File: config.mk
export PLATFORM = sky130hd
export DESIGN_NAME = trgg_sched
export DESIGN_NICKNAME = d
export VERILOG_FILES = /design/src/rtl/trgg_pkg.sv /design/src/rtl/trgg_fifo.sv /design/src/rtl/trgg_sched.sv
export SDC_FILE = /design/constraint.sdc
export NUM_CORES = 1
export LEC_CHECK = 0
export CAP_MARGIN = 20
export CELL_PAD_IN_SITES_DETAIL_PLACEMENT = 0
export CELL_PAD_IN_SITES_GLOBAL_PLACEMENT = 1
export CORE_AREA = 8 8 169 171
export CTS_CLUSTER_DIAMETER = 200
export DETAILED_ROUTE_END_ITERATION = 12
export DIE_AREA = 0 0 177 179
export PLACE_DENSITY_LB_ADDON = 0.1
export SLEW_MARGIN = 20
export SYNTH_ARGS = -nofsm -noshare
export SYNTH_HDL_FRONTEND = slang
export SYNTH_SLANG_ARGS = --single-unit
File: constraint.sdc
create_clock -name clk -period 3.75 [get_ports clk]
set_input_delay 0.375 -clock clk [delete_from_list [all_inputs] [get_ports clk]]
set_output_delay 0.375 -clock clk [all_outputs]
set_load 0.01 [all_outputs]
File: src/rtl/trgg_pkg.sv
// Shared types and constants for the trgg command scheduler.
package trgg_pkg;

   typedef enum logic [2:0] {
      ST_IDLE    = 3'd0,
      ST_START   = 3'd1,
      ST_RELEASE = 3'd2,
      ST_GAP     = 3'd3,
      ST_HALT    = 3'd4
   } state_t;

   // Command word layout, MSB-first: trgg_cmd | rpt | gap
   localparam int TRGG_W   = 40;
   localparam int RPT_W    = 8;
   localparam int GAP_W    = 8;
   localparam int CMD_W    = TRGG_W + RPT_W + GAP_W;
   localparam int TRGG_OFS = 0;
   localparam int RPT_OFS  = TRGG_W;
   localparam int GAP_OFS  = TRGG_W + RPT_W;

   localparam int WAIT_W      = 16;
   localparam int TIMEOUT_DEF = 65535;

endpackage

File: src/rtl/trgg_fifo.sv
// First-word-fall-through command FIFO; push and pop may coincide, even when full.
module trgg_fifo #(
   parameter int DEPTH = 4,
   parameter int WIDTH = 56
) (
   input  logic                       clk,
   input  logic                       rst,
   input  logic                       push,
   input  logic                       pop,
   input  logic                       flush,
   input  logic [WIDTH-1:0]           din,
   output logic [WIDTH-1:0]           dout,
   output logic                       full,
   output logic                       empty,
   output logic [$clog2(DEPTH):0]     count
);

   localparam int AW = $clog2(DEPTH);
   localparam int CW = AW + 1;

   logic [WIDTH-1:0] mem [DEPTH];
   logic [AW-1:0]    rd_ptr;
   logic [AW-1:0]    wr_ptr;
   logic             do_push;
   logic             do_pop;

   assign empty   = (count == '0);
   assign full    = (count == CW'(DEPTH));
   assign do_pop  = pop && !empty;
   assign do_push = push && (!full || do_pop);
   assign dout    = mem[rd_ptr];

   always_ff @(posedge clk) begin
      if (!rst || flush) begin
         rd_ptr <= '0;
         wr_ptr <= '0;
         count  <= '0;
      end else begin
         if (do_push) wr_ptr <= wr_ptr + AW'(1);
         if (do_pop)  rd_ptr <= rd_ptr + AW'(1);
         count <= count + CW'(do_push) - CW'(do_pop);
      end
   end

   always_ff @(posedge clk) begin
      if (do_push) mem[wr_ptr] <= din;
   end

endmodule

File: src/rtl/trgg_sched.sv
// Queues trigger commands and issues each one (rpt+1 times, gap idle cycles apart)
// to trgg over the fs/fd handshake, with handshake timeout and abort.
//
// state   | meaning
// IDLE    | waiting for a queued command
// START   | fs high, waiting for fd to rise
// RELEASE | fs low, waiting for fd to fall
// GAP     | idle cycles between repeats
// HALT    | after abort, waiting for fd to fall
module trgg_sched
   import trgg_pkg::*;
#(
   parameter int DEPTH   = 4,
   parameter int TIMEOUT = TIMEOUT_DEF
) (
   input  logic              clk,
   input  logic              rst,
   input  logic              cmd_valid,
   input  logic [0:CMD_W-1]  cmd_data,
   output logic              cmd_ready,
   input  logic              abort,
   input  logic              err_clr,
   output logic              trgg_fs,
   input  logic              trgg_fd,
   output logic [0:TRGG_W-1] trgg_cmd,
   output logic              busy,
   output logic              done,
   output logic              err
);

   state_t               state, state_nxt;
   logic [0:CMD_W-1]     fifo_dout;
   logic                 fifo_full;
   logic                 fifo_empty;
   logic [$clog2(DEPTH):0] fifo_count;
   logic                 pop;
   logic                 load;
   logic                 rep_dec;
   logic                 gap_load;
   logic                 gap_dec;
   logic                 wait_clr;
   logic                 wait_hit;
   logic                 err_set;
   logic                 done_nxt;
   logic [RPT_W-1:0]     rep_cnt;
   logic [GAP_W-1:0]     gap_reg;
   logic [GAP_W-1:0]     gap_cnt;
   logic [WAIT_W-1:0]    wait_cnt;

   trgg_fifo #(.DEPTH(DEPTH), .WIDTH(CMD_W)) u_fifo (
      .clk   (clk),
      .rst   (rst),
      .push  (cmd_valid && cmd_ready && !abort),
      .pop   (pop),
      .flush (abort),
      .din   (cmd_data),
      .dout  (fifo_dout),
      .full  (fifo_full),
      .empty (fifo_empty),
      .count (fifo_count)
   );

   assign cmd_ready = !fifo_full;
   assign busy      = (state != ST_IDLE) || (fifo_count != '0);
   // High during the TIMEOUT-th cycle spent waiting for an fd edge
   assign wait_hit  = (wait_cnt == WAIT_W'(TIMEOUT - 1));

   always_comb begin
      state_nxt = state;
      pop       = 1'b0;
      load      = 1'b0;
      rep_dec   = 1'b0;
      gap_load  = 1'b0;
      gap_dec   = 1'b0;
      wait_clr  = 1'b0;
      err_set   = 1'b0;
      done_nxt  = 1'b0;
      case (state)
         ST_IDLE: begin
            if (!abort && !fifo_empty) begin
               pop       = 1'b1;
               load      = 1'b1;
               wait_clr  = 1'b1;
               state_nxt = ST_START;
            end
         end
         ST_START: begin
            if (abort) begin
               wait_clr  = 1'b1;
               state_nxt = ST_HALT;
            end else if (trgg_fd) begin
               wait_clr  = 1'b1;
               state_nxt = ST_RELEASE;
            end else if (wait_hit) begin
               err_set   = 1'b1;
               state_nxt = ST_IDLE;
            end
         end
         ST_RELEASE: begin
            if (abort) begin
               wait_clr  = 1'b1;
               state_nxt = ST_HALT;
            end else if (!trgg_fd) begin
               if (rep_cnt == '0) begin
                  done_nxt  = 1'b1;
                  state_nxt = ST_IDLE;
               end else begin
                  rep_dec = 1'b1;
                  if (gap_reg == '0) begin
                     wait_clr  = 1'b1;
                     state_nxt = ST_START;
                  end else begin
                     gap_load  = 1'b1;
                     state_nxt = ST_GAP;
                  end
               end
            end else if (wait_hit) begin
               err_set   = 1'b1;
               state_nxt = ST_IDLE;
            end
         end
         ST_GAP: begin
            if (abort) begin
               state_nxt = ST_IDLE;
            end else begin
               gap_dec = 1'b1;
               if (gap_cnt == GAP_W'(1)) begin
                  wait_clr  = 1'b1;
                  state_nxt = ST_START;
               end
            end
         end
         ST_HALT: begin
            if (!trgg_fd) begin
               state_nxt = ST_IDLE;
            end else if (wait_hit) begin
               err_set   = 1'b1;
               state_nxt = ST_IDLE;
            end
         end
         default: state_nxt = ST_IDLE;
      endcase
   end

   always_ff @(posedge clk) begin
      if (!rst) begin
         state    <= ST_IDLE;
         trgg_fs  <= 1'b0;
         trgg_cmd <= '0;
         rep_cnt  <= '0;
         gap_reg  <= '0;
         gap_cnt  <= '0;
         wait_cnt <= '0;
         done     <= 1'b0;
         err      <= 1'b0;
      end else begin
         state   <= state_nxt;
         trgg_fs <= (state_nxt == ST_START);
         done    <= done_nxt;
         if (load) begin
            trgg_cmd <= fifo_dout[TRGG_OFS +: TRGG_W];
            rep_cnt  <= fifo_dout[RPT_OFS +: RPT_W];
            gap_reg  <= fifo_dout[GAP_OFS +: GAP_W];
         end else if (rep_dec) begin
            rep_cnt <= rep_cnt - RPT_W'(1);
         end
         if (gap_load)     gap_cnt <= gap_reg;
         else if (gap_dec) gap_cnt <= gap_cnt - GAP_W'(1);
         if (wait_clr)
            wait_cnt <= '0;
         else if (state == ST_START || state == ST_RELEASE || state == ST_HALT)
            wait_cnt <= wait_cnt + WAIT_W'(1);
         // set has priority over clear
         if (err_set)      err <= 1'b1;
         else if (err_clr) err <= 1'b0;
      end
   end

endmodule

==> flow_metrics.tcl, run 1 <==
set metrics [dict create \
    ys_warn_count 0 \
    wl_microns 25600 \
    combPwrFrac_pct 6.6 \
    multiInputGateArea_sq_um 3390 \
    reg_top3 "u_fifo.mem (224), trgg_cmd (40), wait_cnt (16)" \
    htree_levels 2 \
    ir_drop_mv 0.342 \
    cts_max_path_buffers 3 \
    largest_register "u_fifo.mem" \
    die_w_microns 177 \
    p_seq_share_pct 50.4 \
    worst_slew_pin_slew_ns 0.789 \
    final_layout_size_suffix_gt1_share_pct 14.9 \
    relSlewSlack_pct 47.4 \
    numPortBuffers 106 \
    largest_register_ffs 224 \
    finalPower_mw 7.79 \
    routabilityCongestion 0.734 \
    ys_ff_latch 319 \
    crit_type "flop to flop" \
    rows 59 \
    grt_pass1_vias 7543 \
    ys_seq_area_share_pct 70.2 \
    antenna_found_initial 0 \
    syn-mean-instance-area_sq_um 15.0 \
    synth_top_cells_by_count "edfxtp_1 (224), nand2_1 (120), dfxtp_1 (95)" \
    synth_top_flop_cell "edfxtp_1" \
    nets 1007 \
    finalSetupViolations 0 \
    cp-start-kind "flop" \
    drc_errors 0 \
    p_leak_nw 4.78 \
    nFillCells 2011 \
    clock_latency_ns 0.51 \
    max_freq_mhz 367 \
    ctsResizeCount 0 \
    yosysMostFrequentCell "edfxtp_1" \
    synth.area.top_cells "edfxtp_1 (55%), dfxtp_1 (15%), mux4_2 (10%), nand2_1 (3.7%), a21oi_1 (2.5%)" \
    fin_skew_ns 0.0146 \
    coreArea_sq_um 25800 \
    synth.distinct_cells 60 \
    drtPass1Iterations 4 \
    dr.first_iter.drc_count 320 \
    whs_ns 0.456 \
    synthArstFlopShare_pct 0 \
    outcome "completed" \
    period_minus_slack_ns 2.72 \
    wire_per_inst_microns 19.8 \
    cts_hold_buf 0 \
    cap_violations 0 \
    p_int_mw 6.16 \
    die-area_sq_um 31700 \
    cts_tree "yes" \
    root_buffer "clkbuf_16" \
    clkPwrFrac_pct 43.0 \
    synth-edff-count 224 \
    clock-sinks 319 \
    synth_top_area_share_pct 54.7 \
    synth_nets 892 \
    start_util_pct 47.7 \
    yosysTopAreaCell "edfxtp_1" \
    slew_violations 0 \
    synthCells 818 \
    min_path_type "flop to flop" \
    seq_area_sq_um 8630 \
    io_pins 107 \
    crit_path_max_fanout 60 \
    viasPerCell 5.45 \
    p_sw_share_pct 20.9 \
    postCtsSetupRepairBufs 0 \
    grt_remaining_overflow 0 \
    finalHoldViolations 0 \
    path_clk_slew_ns 0.06 \
    power.switching_mw 1.63 \
    cts_buffers 35 \
    die_y_microns 179 \
    setup_tns_ns 0 \
    arrival_ns 3.09 \
    syn2layout_area_growth_pct 21.4 \
    ant_nets 0 \
    hpwl_microns 15300 \
    rsz0062_at_grt "no" \
    grt_start_max_net_pins 61 \
    power_density_nw_per_um2 523 \
    diodes 0 \
    crit_required_ns 4.12 \
    endpoint_kind "flop" \
    finalCritPeriodShare_pct 72.6 \
    grt_pass1_wl_microns 40600 \
    syn_area_sq_um 12300 \
    grt_usage_pct 16.5 \
    vias 7052 \
]
path summary, 6_finish.rpt:
kind / startpoint / endpoint / slack, ns / cells past startpoint
worst max-delay path: state[1] / wait_cnt[12] / 1.03 / 6
worst min-delay path: trgg_cmd[13] / trgg_cmd[13] / 0.46 / 2
worst max register to register: state[1] / wait_cnt[12] / 1.03 / 6
worst min register to register: trgg_cmd[13] / trgg_cmd[13] / 0.46 / 2
cells by family after synthesis:
logic type | after synthesis | share of synthesized area (%)
AO/OA/AOI/OAI | 92 | 4.42
XOR/XNOR | 31 | 2.21
adder cells (fa/ha/maj) | 12 | 1.28
buffers and inverters | 62 | 2.24
flip-flops | 319 | 70.2
multiplexers | 56 | 10.3
AND/OR/NAND/NOR | 246 | 9.36
cell type report:
type / instances / area share (%)
Clock inverter: 9 / 0.722
Sequential cell: 319 / 57.9
Multi-Input combinational cell: 437 / 22.7
Tap cell: 335 / 2.81
Clock buffer: 55 / 6.99
Timing Repair Buffer: 121 / 8.37
Inverter: 19 / 0.478
stage by stage:
| step | util, % | area, sq um | instances | setup slack [ns] |
|---|---|---|---|---|
| floorplan | - | 12300 | 818 | 1.08 |
| global route | 57.9 | 14900 | 1295 | 0.865 |
| detailed placement | 53.4 | 13800 | 1231 | 0.655 |
| global placement | 53.4 | 13800 | 1231 | 0.752 |
| CTS | 57.9 | 14900 | 1295 | 0.992 |
| finish | 57.9 | 14900 | 1295 | 1.03 |
power by group through the flow:
stage | Combinational, mW | Sequential [mW] | Clock [mW]
2_1_floorplan | 0.280 | 3.99 | 0
3_3_place_gp | 0.514 | 4.00 | 0
3_5_place_dp | 0.524 | 4.00 | 0
4_1_cts | 0.527 | 3.93 | 3.43
5_1_grt | 0.568 | 3.93 | 3.58
6_report | 0.516 | 3.93 | 3.35
placed cells by master, fill, tap and decap left out, types with 3 or more instances in the layout:
cell / count
edfxtp_1: 224
nand2_1: 120
clkdlybuf4s50_1: 106
dfxtp_1: 93
a21oi_1: 61
mux4_2: 56
nor2_1: 48
clkbuf_16: 36
xnor2_1: 23
nand3_1: 19
inv_1: 17
clkbuf_1: 12
o21ai_0: 11
ha_1: 11
nor3_1: 9
buf_4: 9
xor2_1: 8
clkbuf_8: 7
buf_12: 6
and2_2: 5
nand4_1: 5
and2_1: 4
nand2b_1: 3
nand4b_1: 3
nor4_1: 3
or3_1: 3
nor3b_1: 3
nand3b_1: 3
clkinv_2: 3
per-layer routing:
metal / part of all wire (%) / wire, microns / global-route usage, %
met4: 1.7 / 424 / 4.80
met2: 52 / 13300 / 29.7
met1: 42 / 10700 / 19.6
met3: 4.9 / 1250 / 3.31
met5: 0 / 0 / 0
worst max-delay path, cell delays in order (launching register included):
cell and delay, ns:
dfxtp_1 0.44, or2_2 0.37, or4_2 0.58, buf_4 0.39, o311ai_1 0.18, or3_1 0.50
nor2_1 0.11
Power figures use the tool's default switching activity.
==> run 2, diff against run 1 <==
clock period = 2.8 ns   (was 3.75 ns; I/O delays follow)
==> flow_metrics.tcl, run 2 (same netlist as run 1, synthesis figures left out) <==
set metrics [dict create \
    finalPower_mw 10.2 \
    p_int_mw 8.07 \
    outcome "completed" \
    rr_endpoint "wait_cnt[10]" \
    numPortBuffers 106 \
    setup_tns_ns 0 \
    crit_required_ns 3.22 \
    grt_pass1_vias 7450 \
    io_pins 107 \
    cts_tree "yes" \
    clock_latency_ns 0.49 \
    reg2regPathDepth 7 \
    grt_start_max_net_pins 61 \
    rsz0062_at_grt "no" \
    period_minus_slack_ns 2.41 \
    htree_levels 2 \
    power.switching_mw 2.14 \
    cp-start-kind "flop" \
    startpoint "u_fifo.count[1]" \
    cts_buffers 34 \
    mostFrequentLayoutCell "edfxtp_1" \
    rows 59 \
    p_seq_share_pct 51.4 \
    crit_type "flop to flop" \
    cts_max_path_buffers 3 \
    max_freq_mhz 415 \
    hpwl_microns 15600 \
    final_cell_mix "edfxtp_1 (224), nand2_1 (120), clkdlybuf4s50_1 (106), dfxtp_1 (93), a21oi_1 (61)" \
    wl_microns 25400 \
    die-area_sq_um 31700 \
    r2r_slack_ns 0.39 \
    wire_per_inst_microns 19.4 \
    max_stage_delay_ns 0.62 \
    ant_nets 0 \
    die_w_microns 177 \
    ctsResizeCount 0 \
    root_buffer "clkbuf_16" \
    vias 7020 \
    power_density_nw_per_um2 684 \
    finalHoldViolations 0 \
    clkPwrFrac_pct 41.6 \
    die_y_microns 179 \
    finalCritPeriodShare_pct 86.1 \
    crit_path_max_fanout 60 \
    nets 1018 \
    slew_violations 0 \
    reg_top3 "u_fifo.mem (224), trgg_cmd (40), wait_cnt (16)" \
    drtPass1Iterations 5 \
    coreArea_sq_um 25800 \
    crit_chain "nor3_1, or4_2, buf_4, o311ai_1, or3_1, buf_4, nor2_1" \
    p_sw_share_pct 21.0 \
    worstSetupEndpoint "wait_cnt[10]" \
    routabilityCongestion 0.759 \
    relSlewSlack_pct 46.7 \
    p_leak_nw 4.80 \
    grt_usage_pct 16.1 \
    nFillCells 2015 \
    ir_drop_mv 0.533 \
    combPwrFrac_pct 7.0 \
    whs_ns 0.408 \
    path_clk_slew_ns 0.06 \
    multiInputGateArea_sq_um 3390 \
    largest_register "u_fifo.mem" \
    cap_violations 0 \
    path_common_cell "buf_4" \
    worst_slew_pin_slew_ns 0.799 \
    largest_register_ffs 224 \
    grt_pass1_wl_microns 40000 \
    postCtsSetupRepairBufs 0 \
    seq_area_sq_um 8630 \
    drc_errors 0 \
    viasPerCell 5.38 \
    min_path_type "input port to flop" \
    grt_remaining_overflow 0 \
    finalSetupViolations 0 \
    fin_skew_ns 0.0127 \
    r2r_start "u_fifo.count[1]" \
    crit_slowest_cell "buf_4" \
    arrival_ns 2.83 \
    dr.first_iter.drc_count 460 \
    start_util_pct 47.7 \
    diodes 0 \
    endpoint_kind "flop" \
    antenna_found_initial 1 \
    cts_hold_buf 0 \
    syn2layout_area_growth_pct 21.6 \
    clock-sinks 319 \
    final_layout_size_suffix_gt1_share_pct 15.8 \
]
## run 2: cell count changes in the layout (fill, tap and decap cells not counted), sizes merged
| cell | before | now |
|---|---|---|
| buf | 15 | 27 |
| clkbuf | 55 | 45 |
| clkinv | 6 | 10 |
| clkinvlp | 0 | 3 |
## run 2: final cells by class
class                   instances  area share, %
flip-flops and latches        319           57.8
inverters                      19          0.477
repair buffers                133           9.04
multi-input cells             437           22.7
clock inverters                16          0.888
well taps                     335           2.81
clock buffers                  45           6.31
## run 2: power groups by stage
stage	combinational (mW)	clock, mW	sequential, mW
3_5_place_dp	0.725	0	5.35
4_1_cts	0.728	4.38	5.25
2_1_floorplan	0.375	0	5.35
3_3_place_gp	0.715	0	5.34
6_report	0.715	4.25	5.25
5_1_grt	0.786	4.55	5.26
## run 2: worst min-delay path by stage
stage	startpoint	end	slack, ns	cells past startpoint
after CTS	cmd_valid	u_fifo.wr_ptr[1]	0.39	3
after global routing	cmd_data[3]	u_fifo.mem[1][52]	0.41	1
after floorplan	cmd_data[55]	u_fifo.mem[0][0]	0.38	0
after global placement	trgg_cmd[8]	trgg_cmd[8]	0.45	2
final	cmd_valid	u_fifo.wr_ptr[1]	0.41	3
after detailed placement	trgg_cmd[9]	trgg_cmd[9]	0.45	2
## run 2: critical path: cells and delay by family, from the launching register on
kind / cells / cell delay [ns]
buffers and inverters: 2 / 0.82
AOI/OAI and AO/OA: 1 / 0.20
DFF: 1 / 0.33
and+or+nand+nor: 4 / 0.94
## run 2: per-stage QoR
stage	instance area, sq um	util (%)	worst slack (ns)	instances
finish	14900	58.0	0.390	1304
global route	14900	58.0	0.206	1304
CTS	14900	58.0	0.385	1304
detailed placement	13900	53.8	0.210	1243
global placement	13900	53.8	0.208	1243
floorplan	12300	-	0.126	818
## run 2: layer usage
layer | vias to the layer above | GRT usage, % | share of wire [%]
met1 | 3531 | 19.4 | 41
met5 | - | 0 | 0.051
met3 | 41 | 3.12 | 4.4
li1 | 3297 | - | -
met2 | 149 | 28.8 | 52
met4 | 2 | 4.69 | 2.1
